===== config.mk =====
export PLATFORM = sky130hd
export DESIGN_NAME = mem_access_unit_flat
export DESIGN_NICKNAME = d
export VERILOG_FILES = /design/src/rtl/mem_access_unit_if.sv /design/src/rtl/mem_access_unit.sv /design/src/flat_wrapper.sv
export SDC_FILE = /design/constraint.sdc
export NUM_CORES = 1
export LEC_CHECK = 0
export CORE_UTILIZATION = 30
export CTS_CLUSTER_SIZE = 20
export DETAILED_ROUTE_END_ITERATION = 7
export PLACE_DENSITY = 0.66
export SLEW_MARGIN = 10
export SYNTH_ARGS = -nofsm -noshare
export SYNTH_HDL_FRONTEND = slang
export SYNTH_SLANG_ARGS = --single-unit

===== constraint.sdc =====
create_clock -name clk -period 3 [get_ports clk]
set_clock_uncertainty 0.1 [all_clocks]
set_input_delay 0.6 -clock clk [delete_from_list [all_inputs] [get_ports clk]]
set_output_delay 0.6 -clock clk [all_outputs]
set_load 0.005 [all_outputs]

===== src/rtl/mem_access_unit_if.sv =====
// Data-memory port of the MEM-stage sequencer: request/response handshake
// with byte enables. The sequencer is the master; the memory model is the slave.
interface mem_access_unit_if #(
  parameter int WIDTH = 16
);
  logic [WIDTH-1:0] dmem_address;
  logic             dmem_read;
  logic             dmem_write;
  logic [1:0]       dmem_byte_enable;
  logic [WIDTH-1:0] dmem_wdata;
  logic [WIDTH-1:0] dmem_rdata;
  logic             dmem_resp;

  modport master (
    output dmem_address, dmem_read, dmem_write, dmem_byte_enable, dmem_wdata,
    input  dmem_rdata, dmem_resp
  );

  modport slave (
    input  dmem_address, dmem_read, dmem_write, dmem_byte_enable, dmem_wdata,
    output dmem_rdata, dmem_resp
  );
endinterface


===== src/rtl/mem_access_unit.sv =====
// LC-3b MEM-stage data-memory sequencer: single or indirect (LDI/STI) accesses,
// byte-lane formatting for LDB/STB, load data return and pipeline stall.
module mem_access_unit #(
  parameter int WIDTH = 16
) (
  input  logic                 clk,
  input  logic                 reset_n,
  input  logic                 valid_in,
  input  logic [3:0]           opcode,
  input  logic                 mem_read,
  input  logic                 mem_write,
  input  logic [WIDTH-1:0]     addr,
  input  logic [WIDTH-1:0]     store_data,
  mem_access_unit_if.master    dmem,
  output logic [WIDTH-1:0]     load_data,
  output logic                 done,
  output logic                 stall
);

  localparam logic [3:0] op_ldb = 4'b0010;
  localparam logic [3:0] op_stb = 4'b0011;
  localparam logic [3:0] op_ldi = 4'b1010;
  localparam logic [3:0] op_sti = 4'b1011;

  typedef enum logic [1:0] {
    st_idle,
    st_acc1,
    st_gap,
    st_acc2
  } state_t;

  state_t           state_reg, state_next;
  logic [3:0]       opcode_reg;
  logic [WIDTH-1:0] addr_reg;
  logic [WIDTH-1:0] sdata_reg;
  logic             write_reg;
  logic [WIDTH-1:1] ptr_reg;

  logic             start;
  logic             is_indirect;
  logic             is_byte;
  logic             finish;
  logic [1:0]       lane_be;
  logic [WIDTH-1:0] lane_wdata;
  logic [7:0]       rbyte [2];
  logic [7:0]       sel_byte;

  // Gated by reset_n so stall stays low while reset is held.
  assign start       = reset_n & valid_in & (mem_read | mem_write);
  assign is_indirect = (opcode_reg == op_ldi) || (opcode_reg == op_sti);
  assign is_byte     = (opcode_reg == op_ldb) || (opcode_reg == op_stb);

  // Per-lane enable, store data replication and read byte extraction.
  generate
    for (genvar gi = 0; gi < 2; gi++) begin : g_lane
      localparam logic lane_hi = (gi == 1);
      assign lane_be[gi]           = ~is_byte | (addr_reg[0] == lane_hi);
      assign lane_wdata[gi*8 +: 8] = is_byte ? sdata_reg[7:0] : sdata_reg[gi*8 +: 8];
      assign rbyte[gi]             = dmem.dmem_rdata[gi*8 +: 8];
    end
  endgenerate

  assign sel_byte = rbyte[addr_reg[0]];

  always_ff @(posedge clk or negedge reset_n) begin
    if (!reset_n) begin
      state_reg  <= st_idle;
      opcode_reg <= '0;
      addr_reg   <= '0;
      sdata_reg  <= '0;
      write_reg  <= 1'b0;
      ptr_reg    <= '0;
    end else begin
      state_reg <= state_next;
      if (state_reg == st_idle && start) begin
        opcode_reg <= opcode;
        addr_reg   <= addr;
        sdata_reg  <= store_data;
        write_reg  <= mem_write;
      end
      if (state_reg == st_acc1 && dmem.dmem_resp && is_indirect) begin
        ptr_reg <= dmem.dmem_rdata[WIDTH-1:1];
      end
    end
  end

  always_comb begin
    state_next            = state_reg;
    dmem.dmem_address     = '0;
    dmem.dmem_read        = 1'b0;
    dmem.dmem_write       = 1'b0;
    dmem.dmem_byte_enable = 2'b00;
    dmem.dmem_wdata       = '0;
    finish                = 1'b0;

    case (state_reg)
      st_idle: begin
        if (start) state_next = st_acc1;
      end
      st_acc1: begin
        dmem.dmem_address = {addr_reg[WIDTH-1:1], 1'b0};
        if (is_indirect) begin
          // First half of LDI/STI always fetches the pointer word.
          dmem.dmem_read        = 1'b1;
          dmem.dmem_byte_enable = 2'b11;
        end else begin
          dmem.dmem_byte_enable = lane_be;
          if (write_reg) begin
            dmem.dmem_write = 1'b1;
            dmem.dmem_wdata = lane_wdata;
          end else begin
            dmem.dmem_read = 1'b1;
          end
        end
        if (dmem.dmem_resp) begin
          if (is_indirect) begin
            state_next = st_gap;
          end else begin
            state_next = st_idle;
            finish     = 1'b1;
          end
        end
      end
      st_gap: begin
        state_next = st_acc2;
      end
      st_acc2: begin
        dmem.dmem_address     = {ptr_reg, 1'b0};
        dmem.dmem_byte_enable = 2'b11;
        if (opcode_reg == op_sti) begin
          dmem.dmem_write = 1'b1;
          dmem.dmem_wdata = sdata_reg;
        end else begin
          dmem.dmem_read = 1'b1;
        end
        if (dmem.dmem_resp) begin
          state_next = st_idle;
          finish     = 1'b1;
        end
      end
      default: begin
        state_next = st_idle;
      end
    endcase
  end

  // Stall drops in the finish cycle so EX/MEM advances on that edge.
  always_comb begin
    stall     = (state_reg == st_idle) ? start : ~finish;
    done      = finish;
    load_data = '0;
    if (finish) begin
      load_data = is_byte ? {{(WIDTH-8){1'b0}}, sel_byte} : dmem.dmem_rdata;
    end
  end

endmodule

===== src/flat_wrapper.sv =====
// flat-port wrapper written by rule: the top's interface ports become plain ports
module mem_access_unit_flat 
#(
  parameter int WIDTH = 16
)
  (clk, reset_n, valid_in, opcode, mem_read, mem_write, addr, store_data, load_data, done, stall, dmem_dmem_address, dmem_dmem_read, dmem_dmem_write, dmem_dmem_byte_enable, dmem_dmem_wdata, dmem_dmem_rdata, dmem_dmem_resp);
  mem_access_unit_if #(.WIDTH(WIDTH)) dmem_i ();
  input  logic clk;
  input  logic reset_n;
  input  logic valid_in;
  input  logic [3:0] opcode;
  input  logic mem_read;
  input  logic mem_write;
  input  logic [WIDTH-1:0] addr;
  input  logic [WIDTH-1:0] store_data;
  output logic [WIDTH-1:0] load_data;
  output logic done;
  output logic stall;
  output wire logic [$bits(dmem_i.dmem_address)-1:0] dmem_dmem_address;
  output wire logic [$bits(dmem_i.dmem_read)-1:0] dmem_dmem_read;
  output wire logic [$bits(dmem_i.dmem_write)-1:0] dmem_dmem_write;
  output wire logic [$bits(dmem_i.dmem_byte_enable)-1:0] dmem_dmem_byte_enable;
  output wire logic [$bits(dmem_i.dmem_wdata)-1:0] dmem_dmem_wdata;
  input wire logic [$bits(dmem_i.dmem_rdata)-1:0] dmem_dmem_rdata;
  input wire logic [$bits(dmem_i.dmem_resp)-1:0] dmem_dmem_resp;
  assign dmem_dmem_address = dmem_i.dmem_address;
  assign dmem_dmem_read = dmem_i.dmem_read;
  assign dmem_dmem_write = dmem_i.dmem_write;
  assign dmem_dmem_byte_enable = dmem_i.dmem_byte_enable;
  assign dmem_dmem_wdata = dmem_i.dmem_wdata;
  assign dmem_i.dmem_rdata = dmem_dmem_rdata;
  assign dmem_i.dmem_resp = dmem_dmem_resp;
  mem_access_unit #(.WIDTH(WIDTH)) u_core (.clk(clk), .reset_n(reset_n), .valid_in(valid_in), .opcode(opcode), .mem_read(mem_read), .mem_write(mem_write), .addr(addr), .store_data(store_data), .dmem(dmem_i), .load_data(load_data), .done(done), .stall(stall));
endmodule

==> results.md, run 1 <==
* Outcome: finished with violations
* Failing checks: DRC
* Fmax at 342 MHz
* Synth unique cells at 35
* Worst-path clk slew at 100 ps
* Gr usage total at 0.156
* Register Area at 1350 sq um
* Area of the die at 9640 sq um
* CTS tree: done
* GRT busiest layer: met2
* Final WL at 7.43 mm
* Max-slew violations at 0
* Via density per instance at 4.81
* Multi-input gate area at 1350 sq um
* CP cell instances: or4b_4 -> nor2_4 -> a22o_1 -> clkdlybuf4s50_1
* Met1 GRT Util at 0.200
* Crit Path Class: register to primary output
* Setup_tns at 0 ps
* Final Hold Fails at 0
* Leak Pwr at 0.00175 uW
* IO buf count at 110
* Crit path max fanout at 8
* Die Y at 98.2 microns
* Nets@finish at 403
* Slew @ Worst Pin at 695 ps
* WP data arrival at 2220 ps
* #FFs+latches synth at 54
* Share of layout cells above drive strength 1 at 0.231
* DPL Wire Length at 5.39 mm
* Vias in the first global route at 2252
* Max capacitance violation total at 0
* Hold Path Class: input port to async pin
* Fillers at 868
* Initial core utilization at 0.314
* CTS Buffer Depth at 2
* Area of the mapped netlist at 2780 sq um
* Power per Cell Area at 896 nW/um^2
* Initial antenna violation count at 0
* Avg Cell Area, Syn at 12.1 sq um
* Largest net degree at the start of global routing at 55
* Minimum clock period at 2920 ps
* RSZ-0062 raised after global routing: no
* # rows at 34
* Endpoints failing setup at 0
* Antenna Cells at 0
* Seq/Total Area, Yosys at 0.487
* Number of remaining DRC errors at 5
* Die width at 98.2 microns
* Clock sinks at 54
* CP max stage delay at 580 ps
* Routed via count at 2186
* IO Count at 112
* Clock Root Buffer: clkbuf_8
* Max H-tree Level at 2
* Worst vdd ir at 0.354 mV
* Setup ws final at 77.1 ps
* Core area at 8850 sq um
* First-pass GRT wire length at 11.6 mm
* Global Route met3 Usage at 0.0508
* Fin crit share at 0.974
* CTS Buf Count at 5
* Worst path slowest cell: or4b_4
* Flop2flop setup slack at 1070 ps
* Worst EP required at 2300 ps
* Final Core Density at 0.469
* Synth warnings at 0
* Critical path capture point type: primary output
* Iteration-0 DRC Markers at 90
* Post-route ant nets at 0
* Synth Net Count at 287
* CP Launch Type: register
* Grt total ovfl at 0
* Global Route met2 Usage at 0.257
* GPL Wtd Cong at 0.704
* Hold_buf cts at 0
* Mapped Cells at 229
* Drt first pass iters at 8
* Pre-CTS setup slack at -32.1 ps
* Max-Slew Margin vs Limit at 0.537
* Area grow syn2layout at 49.6%
* Average wire per standard cell at 16.4 microns
* Worst skew pair latency at 310 ps
logic make-up (layout without fill, tap and decap cells):
| family | Yosys count | count (layout) | synth area share |
|---|---|---|---|
| mux | 68 | 68 | 0.281 |
| simple gates | 65 | 65 | 0.138 |
| flops | 54 | 54 | 0.487 |
| compound gates | 25 | 25 | 0.0613 |
| buf+inv | 16 | 133 | 0.0320 |
| other cells | 1 | 1 | 0.00135 |
cell type report:
type / count / share of cell area
repair buffers: 123 / 0.289
multi-input cells: 159 / 0.325
well taps: 108 / 0.0325
inverters: 2 / 0.00181
flip-flops and latches: 54 / 0.326
clock inverters: 2 / 0.00904
clock buffers: 6 / 0.0175
placed cells by master (no fill, tap or decap), types with 2 or more instances in the layout:
| master | Yosys | final |
|---|---|---|
| clkdlybuf4s50_1 | 0 | 107 |
| dfrtp_1 | 54 | 53 |
| mux2_2 | 43 | 43 |
| nand2_1 | 22 | 22 |
| mux2i_1 | 16 | 16 |
| and2_1 | 16 | 16 |
| nor2b_1 | 16 | 16 |
| buf_4 | 1 | 13 |
| a21oi_1 | 10 | 10 |
| mux2_4 | 9 | 9 |
| a22o_1 | 8 | 8 |
| clkbuf_8 | 0 | 5 |
| inv_1 | 2 | 2 |
| dlymetal6s2s_1 | 0 | 2 |
cells in the mapped netlist:
cell,number,area [sq um]
buf_8,1,15.0
mux2_2,43,484
a21oi_1,10,50.1
buf_4,1,7.51
buf_2,5,25.0
nand3b_4,1,20.0
o211a_1,1,10.0
and2_1,16,100
inv_1,2,7.51
o21ai_0,1,5.00
or4b_2,1,10.0
nor2_4,1,11.3
clkbuf_1,5,18.8
a22o_1,8,70.1
mux2_4,9,135
nor2b_1,16,100
nor3_1,1,5.00
and4bb_2,1,12.5
nand4bb_1,1,11.3
o22ai_1,1,6.26
buf_6,1,11.3
dfrtp_1,54,1350
or3_1,1,6.26
mux2i_1,16,160
o21a_1,1,7.51
a31oi_1,1,6.26
nor3b_1,1,7.51
buf_1,1,3.75
nand2_1,22,82.6
a21boi_0,1,7.51
o21bai_1,1,7.51
nand3b_1,1,7.51
nor2_1,1,3.75
conb_1,1,3.75
nand3_1,1,5.00
critical path: cells and delay by family (launching register included):
| family | cells | cell delay, ps |
|---|---|---|
| flops | 1 | 450 |
| simple gates | 2 | 810 |
| buf+inv | 1 | 500 |
| compound gates | 1 | 170 |
power breakdown:
part	total, uW	leakage, uW	internal [uW]	switching, uW
combinational	1890	0.00105	1200	696
sequential	1330	0.000652	1090	241
clock	492	0.0000514	249	243
metal layers:
layer	wire length (microns)	vias up
met4	31	0
met1	3310	1084
li1	-	1022
met2	3510	76
met3	581	4
met5	0	-
through the flow:
| stage | hold slack (ps) | power [uW] | area [sq um] | std cells |
|---|---|---|---|---|
| 5_1_grt | 430 | 3970 | 4150 | 454 |
| 3_5_place_dp | 394 | 3250 | 4020 | 445 |
| 4_1_cts | 415 | 3760 | 4140 | 453 |
| 2_1_floorplan | 204 | 2310 | 2780 | 229 |
| 6_report | 387 | 3720 | 4150 | 454 |
| 3_3_place_gp | 387 | 3200 | 4020 | 445 |
final timing paths:
check	from	end	cells past startpoint
setup reg to reg	u_core.state_reg[0]	u_core.ptr_reg[8]	4
min in group clk	u_core.addr_reg[7]	u_core.addr_reg[7]	1
max in group asynchronous	reset_n	u_core.opcode_reg[2]	2
setup / recovery	u_core.opcode_reg[2]	dmem_dmem_wdata[10]	4
hold reg to reg	u_core.addr_reg[7]	u_core.addr_reg[7]	1
hold / removal	reset_n	u_core.write_reg	2
timing repair:
action | in CTS | in global routing
buffers inserted | 0 | 1
cloned | 0 | 0
hold endpoints to repair | 0 | 0
pin swaps | 1 | 3
gates resized for setup | 2 | 3
endpoints found under the setup margin | 10 | 8
(Power assumes the default switching activity.)
==> run 2: changes to the inputs <==
--- a/config.mk
+++ b/config.mk
@@ -8,6 +8,7 @@
 export CORE_UTILIZATION = 30
 export CTS_CLUSTER_SIZE = 20
 export DETAILED_ROUTE_END_ITERATION = 7
+export GPL_ROUTABILITY_DRIVEN = 0
 export PLACE_DENSITY = 0.66
 export SLEW_MARGIN = 10
 export SYNTH_ARGS = -nofsm -noshare
==> constraint.sdc (replaced) <==
create_clock -name clk -period 3 [get_ports clk]
set_clock_uncertainty 0.1 [all_clocks]
set_input_delay 0.3 -clock clk [delete_from_list [all_inputs] [get_ports clk]]
set_output_delay 0.3 -clock clk [all_outputs]
set_load 0.005 [all_outputs]
==> results.md, run 2 (synthesized netlist as in run 1, its figures left out) <==
* # rows at 34
* Final WL at 7.17 mm
* Via density per instance at 4.73
* Drt first pass iters at 6
* Slew @ Worst Pin at 905 ps
* Fmax at 354 MHz
* Commonest cells after routing, fill and taps aside: clkdlybuf4s50_1, dfrtp_1, mux2_2
* Crit path to: dmem_dmem_wdata[9]
* Clock Root Buffer: clkbuf_8
* DPL Wire Length at 5.34 mm
* RSZ-0062 raised after global routing: no
* Clock sinks at 54
* IO buf count at 110
* Max capacitance violation total at 0
* Endpoints failing setup at 0
* Sw Share at 0.321
* Flop2flop setup slack at 690 ps
* Post-CTS setup buffer count at 0
* Critical path capture point type: primary output
* CP Launch Type: register
* Worst EP required at 2600 ps
* Max H-tree Level at 2
* IO Count at 112
* WP data arrival at 2430 ps
* Largest net degree at the start of global routing at 55
* First-pass GRT wire length at 11.7 mm
* Core area at 8850 sq um
* Average wire per standard cell at 16.0 microns
* Final Core Density at 0.461
* CTS Buf Count at 5
* Crit Path Class: register to primary output
* Initial antenna violation count at 0
* Nets@finish at 398
* Post-cts sizing count at 0
* Fin crit share at 0.943
* Pre-CTS setup slack at 530 ps
* Leak Pwr at 0.00169 uW
* Max-Slew Margin vs Limit at 0.397
* Die Y at 98.2 microns
* Setup ws final at 172 ps
* Hold_buf cts at 0
* Hold Path Class: input port to async pin
* Vias in the first global route at 2324
* Gr usage total at 0.154
* Iteration-0 DRC Markers at 53
* Setup_tns at 0 ps
* Net Sw Power at 1150 uW
* Die width at 98.2 microns
* Clock Power Share at 0.112
* Reg2Reg Depth at 3
* Power per Cell Area at 875 nW/um^2
* Pwr Total at 3570 uW
* Worst vdd ir at 0.363 mV
* Minimum clock period at 2830 ps
* Part of the power in combinational logic at 0.507
* CTS Buffer Depth at 2
* Share of layout cells above drive strength 1 at 0.217
* Worst-path clk slew at 100 ps
* Number of remaining DRC errors at 9
* Failing checks: DRC
* Routed via count at 2124
* Post-route ant nets at 0
* CTS tree: done
* Antenna Cells at 0
* Final Hold Fails at 0
* Outcome: finished with violations
* RR Endpoint: u_core.ptr_reg[7]
* Crit path max fanout at 10
* Area grow syn2layout at 47.0%
* Sequential power share at 0.381
* Pint at 2430 uW
* Initial core utilization at 0.314
* Leading cell type in the layout, fill and taps excluded: clkdlybuf4s50_1
* Max-slew violations at 0
* Grt total ovfl at 0
* Area of the die at 9640 sq um
* Worst skew pair latency at 300 ps
## run 2: cell types whose count changed in the layout (fill, tap and decap cells not counted), sizes merged
cell	before	now
buf	14	9
clkbuf	6	5
clkdlybuf4s50	107	109
bufinv	1	0
dlymetal6s2s	2	0
clkinv	0	2
## run 2: power groups by stage
stage / Combinational [uW] / Sequential (uW) / Clock, uW
after floorplan: 1040 / 1270 / 0
after global placement: 1810 / 1370 / 0
after detailed placement: 1830 / 1380 / 0
after CTS: 1840 / 1370 / 423
after global routing: 1970 / 1420 / 452
final: 1810 / 1360 / 401
## run 2: critical path, cell delays in order (launching register included)
cell and delay (ps):
dfrtp_1 500, or4b_2 700, nor2_4 240, a22o_1 180
clkdlybuf4s50_1 510
## run 2: worst min-delay path by stage
| stage | depth (start not counted) | to | startpoint |
|---|---|---|---|
| floorplan | 0 | async pin | reset_n |
| global placement | 1 | u_core.addr_reg[13] | u_core.addr_reg[13] |
| detailed placement | 1 | u_core.ptr_reg[7] | u_core.ptr_reg[7] |
| CTS | 2 | u_core.ptr_reg[9] | reset_n |
| global route | 2 | u_core.ptr_reg[14] | reset_n |
| finish | 2 | u_core.state_reg[0] | reset_n |
## run 2: layer usage
metal,up-vias,share of wire,track usage
li1,1015,-,-
met1,1022,0.44,0.191
met2,79,0.46,0.256
met3,8,0.092,0.0515
met4,0,0.014,0.0436
met5,-,0,0
## run 2: final cells by class
class / count / area, sq um
fillers: 842 / 4770
well taps: 108 / 135
clock buffers: 5 / 68.8
clock inverters: 3 / 21.3
multi-input cells: 159 / 1340
inverters: 2 / 7.51
repair buffers: 118 / 1160
flip-flops and latches: 54 / 1350
## run 2: through the flow
stage / std cells / hold slack, ps / area (sq um)
final: 449 / 85.8 / 4080
after global routing: 449 / 139 / 4080
after CTS: 449 / 109 / 4080
after detailed placement: 441 / 395 / 3990
after global placement: 441 / 388 / 3990
after floorplan: 229 / -95.6 / 2780
==> run 3: changes to the inputs <==
--- a/config.mk
+++ b/config.mk
@@ -10,7 +10,7 @@
 export DETAILED_ROUTE_END_ITERATION = 7
 export GPL_ROUTABILITY_DRIVEN = 0
 export PLACE_DENSITY = 0.66
-export SLEW_MARGIN = 10
+export SLEW_MARGIN = 20
 export SYNTH_ARGS = -nofsm -noshare
 export SYNTH_HDL_FRONTEND = slang
 export SYNTH_SLANG_ARGS = --single-unit
==> constraint.sdc (replaced) <==
create_clock -name clk -period 3 [get_ports clk]
set_clock_uncertainty 0.1 [all_clocks]
set_input_delay 0.45 -clock clk [delete_from_list [all_inputs] [get_ports clk]]
set_output_delay 0.45 -clock clk [all_outputs]
set_load 0.005 [all_outputs]
==> results.md, run 3 (synthesized netlist as in run 1, its figures left out) <==
* Routed via count at 2110
* Worst EP required at 2450 ps
* Max-Slew Margin vs Limit at 0.418
* Number of remaining DRC errors at 9
* Sw Share at 0.315
* Max-slew violations at 0
* Crit path max fanout at 8
* Pint at 2520 uW
* Clock sinks at 54
* Post-route ant nets at 0
* Critical path capture point type: primary output
* Power per Cell Area at 894 nW/um^2
* Multi-input gate area at 1350 sq um
* Die width at 98.2 microns
* Fin cells at 449
* Worst path slowest cell: or4b_4
* Crit Path Class: register to primary output
* Outcome: finished with violations
* CP cell instances: or4b_4 -> nor2_4 -> a22o_1 -> clkdlybuf4s50_1
* Part of the power in combinational logic at 0.502
* Via density per instance at 4.70
* CTS Buf Count at 5
* Largest net degree at the start of global routing at 55
* CP max stage delay at 570 ps
* Slew @ Worst Pin at 873 ps
* Crit path max-delay family: simple AND/OR/NAND/NOR gates
* Final WL at 7.28 mm
* CTS tree: done
* CP Launch Type: register
* Worst vdd ir at 0.342 mV
* Fmax at 356 MHz
* Net Sw Power at 1160 uW
* Average wire per standard cell at 16.2 microns
* Clock Power Share at 0.131
* Commonest cells after routing, fill and taps aside: clkdlybuf4s50_1, dfrtp_1, mux2_2
* DPL Wire Length at 5.28 mm
* Minimum clock period at 2810 ps
* Sequential power share at 0.367
* Max H-tree Level at 2
* RSZ-0062 raised after global routing: no
* Post-CTS setup buffer count at 0
* Die Y at 98.2 microns
* Pwr Total at 3680 uW
* Core area at 8850 sq um
* Failing checks: DRC
* Iteration-0 DRC Markers at 100
* Antenna Cells at 0
* Hold Path Class: input port to async pin
* CTS Buffer Depth at 2
* IO buf count at 110
* Fillers at 866
* Area grow syn2layout at 48.0%
* Nets@finish at 398
* Leading cell type in the layout, fill and taps excluded: clkdlybuf4s50_1
* Buf/Inv on CP at 1
* Placed cell count at 441
* Drt first pass iters at 6
* Hold_buf cts at 0
* # rows at 34
* Share of layout cells above drive strength 1 at 0.226
* Endpoints failing setup at 0
* Vias in the first global route at 2266
* Area of the die at 9640 sq um
* Max capacitance violation total at 0
* Gr usage total at 0.156
* First-pass GRT wire length at 11.6 mm
* IO Count at 112
* Setup_tns at 0 ps
* Register Area at 1350 sq um
* Grt total ovfl at 0
* Leak Pwr at 0.00170 uW
* Fin crit share at 0.935
* Initial antenna violation count at 0
* Initial core utilization at 0.314
* WP data arrival at 2260 ps
* Worst skew pair latency at 310 ps
* Clock Root Buffer: clkbuf_8
* Worst-path clk slew at 100 ps
* Final Hold Fails at 0
-- run 3: through the flow --
step / util / cell area (sq um) / hold WS, ps / setup WS [ps]
detailed placement: 0.451 / 3990 / 394 / 265
finish: 0.465 / 4110 / 254 / 194
floorplan: - / 2780 / 54.4 / 983
global route: 0.465 / 4110 / 286 / 65.6
global placement: 0.451 / 3990 / 387 / 293
CTS: 0.464 / 4100 / 255 / 14.6
-- run 3: path summary, 6_finish.rpt --
path / start / end / slack [ps] / depth (start not counted)
worst min-delay path: reset_n / u_core.ptr_reg[15] / 250 / 2
max in group asynchronous: reset_n / u_core.opcode_reg[2] / 2040 / 2
worst max-delay path: u_core.opcode_reg[2] / dmem_dmem_wdata[10] / 190 / 4
min in group clk: u_core.addr_reg[2] / u_core.addr_reg[2] / 410 / 1
worst max register to register: u_core.state_reg[0] / u_core.ptr_reg[14] / 830 / 3
worst min register to register: u_core.addr_reg[2] / u_core.addr_reg[2] / 410 / 1
-- run 3: power groups by stage --
stage | clock network [uW] | logic, uW | registers (uW)
6_report | 483 | 1840 | 1350
5_1_grt | 532 | 2010 | 1410
4_1_cts | 501 | 1870 | 1350
3_5_place_dp | 0 | 1850 | 1360
3_3_place_gp | 0 | 1830 | 1350
2_1_floorplan | 0 | 1040 | 1270
-- run 3: layout make-up --
cell class / instances / share of cell area
Tap cell: 108 / 0.0329
Timing Repair Buffer: 118 / 0.281
Clock buffer: 5 / 0.0167
Sequential cell: 54 / 0.329
Multi-Input combinational cell: 159 / 0.328
Inverter: 2 / 0.00183
Clock inverter: 3 / 0.00974
-- run 3: metal layers --
| metal | global-route usage | routed length [microns] | part of all wire |
|---|---|---|---|
| met1 | 0.209 | 3280 | 0.45 |
| met2 | 0.246 | 3360 | 0.46 |
| met3 | 0.0537 | 616 | 0.085 |
| met4 | 0.0310 | 16 | 0.0022 |
| met5 | 0 | 0 | 0 |
-- run 3: what timing repair did --
| action | 4_1_cts | 5_1_grt |
|---|---|---|
| gates cloned | 0 | 0 |
| setup endpoints to repair | 1 | 8 |
| pin swaps | 0 | 1 |
| gates resized for setup | 1 | 3 |
